[src/rtl/layer_sequencer_pkg.sv]
// Shared types for the layer sequencer.
// Holds the two-state controller encoding. Widths are per-instance and derive
// from the module parameters, so nothing else lives here.
package layer_sequencer_pkg;

   typedef enum logic [0:0] {
      IDLE   = 1'b0,
      STREAM = 1'b1
   } seq_state_e;

endpackage : layer_sequencer_pkg

[src/rtl/layer_sequencer.sv]
// layer_sequencer: captures the NN parallel outputs of a fully-connected layer
// and replays them one word per cycle, in index order, to the next layer over
// a valid/ready handshake.
//
// Ports:
//   CLK          rising-edge clock
//   RESET        asynchronous active-low reset
//   l_valid      per-neuron output-valid from the producing layer (NN bits)
//   l_data       neuron outputs, word i at [i*dataWidth +: dataWidth]
//   x_out        serialised word to the next layer
//   x_valid      x_out holds a valid word
//   x_ready      consumer accepts the current word
//   busy         high while streaming
//   done         one-cycle pulse after the last word transfers
//   err_partial  sticky: a capture saw some but not all l_valid bits
//   overrun      sticky: l_valid activity arrived while busy and was dropped
module layer_sequencer
   import layer_sequencer_pkg::*;
#(
   parameter int unsigned NN        = 30,
   parameter int unsigned dataWidth = 16
) (
   input  logic                      CLK,
   input  logic                      RESET,
   input  logic [NN-1:0]             l_valid,
   input  logic [NN*dataWidth-1:0]   l_data,
   output logic [dataWidth-1:0]      x_out,
   output logic                      x_valid,
   input  logic                      x_ready,
   output logic                      busy,
   output logic                      done,
   output logic                      err_partial,
   output logic                      overrun
);

   localparam int unsigned   CW        = $clog2(NN);
   localparam logic [CW-1:0] LAST      = CW'(NN - 1);
   localparam logic [0:0]    ST_IDLE   = 1'(IDLE);
   localparam logic [0:0]    ST_STREAM = 1'(STREAM);

   logic [0:0]           state;
   logic [0:0]           state_nx;
   logic [CW-1:0]        count;
   logic [CW-1:0]        count_nx;
   logic [dataWidth-1:0] x_out_nx;
   logic                 done_nx;
   logic                 err_partial_nx;
   logic                 overrun_nx;
   logic                 load_c;
   logic                 any_valid_c;
   logic                 all_valid_c;

   logic [dataWidth-1:0] buffer [NN];

   assign any_valid_c = |l_valid;
   assign all_valid_c = &l_valid;

   // Next-state and next-output logic; x_out is pre-loaded with the word that
   // will be current after the edge so the output stays a plain flop.
   always_comb begin
      state_nx       = state;
      count_nx       = count;
      x_out_nx       = x_out;
      done_nx        = 1'b0;
      err_partial_nx = err_partial;
      overrun_nx     = overrun;
      load_c         = 1'b0;

      case (state)
         ST_IDLE: begin
            if (any_valid_c) begin
               load_c   = 1'b1;
               state_nx = ST_STREAM;
               count_nx = '0;
               x_out_nx = l_data[0 +: dataWidth];
               if (!all_valid_c) begin
                  err_partial_nx = 1'b1;
               end
            end
         end

         ST_STREAM: begin
            // Any producer activity while streaming is dropped and flagged.
            if (any_valid_c) begin
               overrun_nx = 1'b1;
            end
            // x_valid is always high in this state, so ready alone transfers.
            if (x_ready) begin
               if (count == LAST) begin
                  state_nx = ST_IDLE;
                  count_nx = '0;
                  done_nx  = 1'b1;
               end else begin
                  count_nx = count + CW'(1);
                  x_out_nx = buffer[count + CW'(1)];
               end
            end
         end

         default: begin
            state_nx = ST_IDLE;
            count_nx = '0;
         end
      endcase
   end

   // Controller state and registered outputs.
   always_ff @(posedge CLK or negedge RESET) begin
      if (!RESET) begin
         state       <= ST_IDLE;
         count       <= '0;
         x_out       <= '0;
         x_valid     <= 1'b0;
         busy        <= 1'b0;
         done        <= 1'b0;
         err_partial <= 1'b0;
         overrun     <= 1'b0;
      end else begin
         state       <= state_nx;
         count       <= count_nx;
         x_out       <= x_out_nx;
         x_valid     <= (state_nx == ST_STREAM);
         busy        <= (state_nx == ST_STREAM);
         done        <= done_nx;
         err_partial <= err_partial_nx;
         overrun     <= overrun_nx;
      end
   end

   // Capture buffer; contents are don't-care until the next load.
   always_ff @(posedge CLK) begin
      if (load_c) begin
         for (int i = 0; i < int'(NN); i++) begin
            buffer[i] <= l_data[i*dataWidth +: dataWidth];
         end
      end
   end

endmodule : layer_sequencer
[config.mk]
export PLATFORM = sky130hd
export DESIGN_NAME = layer_sequencer
export DESIGN_NICKNAME = d
export VERILOG_FILES = /design/src/rtl/layer_sequencer_pkg.sv /design/src/rtl/layer_sequencer.sv
export SDC_FILE = /design/constraint.sdc
export NUM_CORES = 1
export LEC_CHECK = 0
export ABC_AREA = 1
export ABC_CLOCK_PERIOD_IN_PS = 10620
export CAP_MARGIN = 5
export CORE_MARGIN = 5
export CORE_UTILIZATION = 25
export CTS_CLUSTER_SIZE = 20
export DETAILED_ROUTE_END_ITERATION = 8
export GPL_TIMING_DRIVEN = 1
export REMOVE_ABC_BUFFERS = 1
export SLEW_MARGIN = 10
export SYNTH_ARGS = -nofsm -noshare
export SYNTH_HDL_FRONTEND = slang
export SYNTH_SLANG_ARGS = --single-unit
[constraint.sdc]
create_clock -name CLK -period 10.62 [get_ports CLK]
set_clock_uncertainty 0.2 [all_clocks]
set_input_delay 2.124 -clock CLK [delete_from_list [all_inputs] [get_ports CLK]]
set_output_delay 2.124 -clock CLK [all_outputs]
set_load 0.005 [all_outputs]
==> impl_metrics.json <==
{
  "synthSimpleGateAreaFrac_pct": 22.0,
  "final_net_count": 3044,
  "switching_share_pct": 34.2,
  "synth_xor_area_share_pct": 0.244,
  "hold_buffers": 0,
  "final_util_pct": 35.0,
  "grt_pass1_vias": 15900,
  "die_x_um": 304,
  "rr_worst_depth": 10,
  "grt_use_total_pct": 14.6,
  "vdd.ir_drop.worst_mv": 0.149,
  "critPathKind": "in -> reg",
  "final-max-slew-violation-count": 0,
  "yosysUniqueCellTypes": 28,
  "power_switching_uw": 2070,
  "clk_latency_ps": 610,
  "synthMuxAreaShare_pct": 0,
  "rows": 107,
  "synth_compound_area_share_pct": 1.15,
  "placed_area_mm2": 0.0280,
  "worstPathMaxFanout": 111,
  "dr.first_iter.drc_count": 919,
  "synth_area_per_cell_um2": 10.7,
  "gp_congestion": 0.780,
  "fin_setup_tns_ps": 0,
  "yosysSeqAreaShare_pct": 69.8,
  "slew_headroom_pct": 31.5,
  "viasPerCell": 4.28,
  "syn_area_mm2": 0.0215,
  "synth_adder_area_share_pct": 0.116,
  "worstMarginPinSlew_ps": 1030,
  "synth_seq_cells": 505,
  "fin_crit_ps": 4990,
  "dp_hpwl_um": 48500,
  "cts_root_buf": "clkbuf_16",
  "hold_viol": 0,
  "ant_nets": 0,
  "combPwrFrac_pct": 30.1,
  "cts_sinks": 505,
  "h-tree-depth": 2,
  "syn_inst": 2023,
  "cp-start-kind": "input pin",
  "dr_total_vias": 16000,
  "endpoint_kind": "flop",
  "crit_arrival_ps": 5010,
  "r2r_start": "count[0]",
  "clk_pin_slew_worst_paths_ps": 60,
  "cts_tree": "done",
  "powerDensity_mw_per_mm2": 202,
  "post_cts_buffers": 0,
  "fin_crit_sh_pct": 47.0,
  "numCtsBuffers": 59,
  "place.port_buffers": 533,
  "crit_path_end": "buffer[13][0]",
  "area_growth_pct": 38.7,
  "first_pass_iters": 5,
  "cp-startpoint": "l_valid[15]",
  "cts_resized": 0,
  "antenna_found_initial": 19,
  "drive_gt1_share_pct": 4.85,
  "drcViolationCount": 0,
  "coreArea_mm2": 0.0854,
  "pwr-share-seq_pct": 37.8,
  "die-height_um": 304,
  "grt_pass1_wl_um": 101000,
  "initial_utilization_pct": 25.2,
  "fmax_mhz": 200,
  "grt_max_degree": 169,
  "internal_power_uw": 3980,
  "rsz0062_at_grt": "false",
  "cap_violations": 0,
  "r2r_setup_slack_ps": 6220,
  "p_clk_share_pct": 32.1,
  "status": "finished clean",
  "postLayoutCellArea_mm2": 0.0299,
  "hold_class": "reg -> reg",
  "clk_path_buf_depth": 3,
  "synth_warnings": 0,
  "routedWlPerCell_um": 19.1,
  "drt_wl_total_um": 71400,
  "setup_viol": 0,
  "reg2reg_to": "x_out[8]",
  "synth_top_family_by_area": "simple AND/OR/NAND/NOR gates",
  "die-area_mm2": 0.0922,
  "grt_overflow": 0,
  "p_leak_uw": 0.0117,
  "crit_required_ps": 10640,
  "ios": 534
}
## power groups by stage
| stage | clock network [µW] | registers [µW] | logic [µW] |
|---|---|---|---|
| 2_1_floorplan | 0 | 2350 | 950 |
| 3_3_place_gp | 0 | 2330 | 1860 |
| 3_5_place_dp | 0 | 2330 | 1870 |
| 4_1_cts | 2000 | 2290 | 1870 |
| 5_1_grt | 2080 | 2290 | 2010 |
| 6_report | 1940 | 2290 | 1820 |
## per-layer routing
| layer | wire length (µm) | track usage (%) |
|---|---|---|
| met5 | 21 | 0 |
| met4 | 2180 | 5.71 |
| met3 | 4600 | 2.93 |
| met2 | 35700 | 25.1 |
| met1 | 28900 | 18.2 |
## cells by family after synthesis
group / Yosys count
buf+inv: 343
simple gates: 1130
xor+xnor: 3
compound gates: 40
fa+ha+maj: 2
flops: 505
## synthesized netlist by cell type
library cell / number / area, µm²
nand3_2: 1 / 10.0
nor3_1: 2 / 10.0
dfrtp_1: 25 / 626
o22ai_1: 2 / 12.5
o21ai_0: 3 / 15.0
nand2_1: 710 / 2670
nor4_1: 1 / 6.26
xor2_2: 1 / 16.3
buf_4: 3 / 22.5
clkinv_1: 1 / 3.75
buf_2: 52 / 260
buf_1: 7 / 26.3
a21o_1: 1 / 7.51
inv_2: 2 / 7.51
xnor2_1: 1 / 8.76
o21bai_1: 1 / 7.51
or2_1: 1 / 6.26
clkbuf_1: 36 / 135
ha_1: 2 / 25.0
inv_1: 231 / 867
nor2_1: 36 / 135
nand3_1: 372 / 1860
nand4_1: 7 / 43.8
xor2_4: 1 / 27.5
a21boi_0: 16 / 120
a21oi_1: 17 / 85.1
buf_6: 11 / 124
edfxtp_1: 480 / 14400
## per-stage QoR
step                      hold WS, ps  worst slack, ps  cells  power (µW)
after floorplan                   251            -2380   1914        3300
after global placement            244             5090   3612        4190
after detailed placement          267             5080   3612        4200
after CTS                         284             5730   3723        6160
after global routing              306             5470   3738        6390
final                             279             5630   3743        6050
## critical path: stages
cell             delay (ps)
clkdlybuf4s50_1         520
nor2_1                   70
nand2_1                  60
nor2_1                   40
nand2_1                  60
nor2_1                   80
inv_1                    60
nand2_1                  40
buf_4                   270
inv_8                   490
buf_4                   860
## cell type report
type	count	area, µm²
fillers	8548	55500
diodes	20	50.0
clock buffers	73	1580
repair buffers	554	5510
multi-input cells	1175	5100
clock inverters	38	283
flip-flops and latches	505	15000
well taps	1144	1430
inverters	234	896
## placed cells by master, fill, tap and decap left out, types with 7 or more instances in the layout
master / instances
inv_1: 228
diode_2: 20
edfxtp_1: 480
nand3_1: 372
clkdlybuf4s50_1: 532
clkbuf_1: 10
clkinv_2: 13
nand4_1: 7
clkinv_1: 11
a21boi_0: 16
clkbuf_16: 60
buf_4: 19
nor2_1: 36
dfrtp_1: 24
a21oi_1: 17
nand2_1: 709
## state kept, by name (all words and copies together) (netlist names)
register / flops
count: 5
err_partial: 1
done: 1
state: 1
buffer: 480
x_out: 16
overrun: 1
## worst min-delay path by stage
| stage | from | endpoint | depth (start not counted) |
|---|---|---|---|
| final | err_partial | err_partial | 1 |
| after global routing | err_partial | err_partial | 1 |
| after CTS | overrun | overrun | 1 |
| after detailed placement | overrun | overrun | 1 |
| after global placement | err_partial | err_partial | 1 |
| after floorplan | err_partial | err_partial | 1 |
Note: power is estimated with default switching activity, not from simulation.
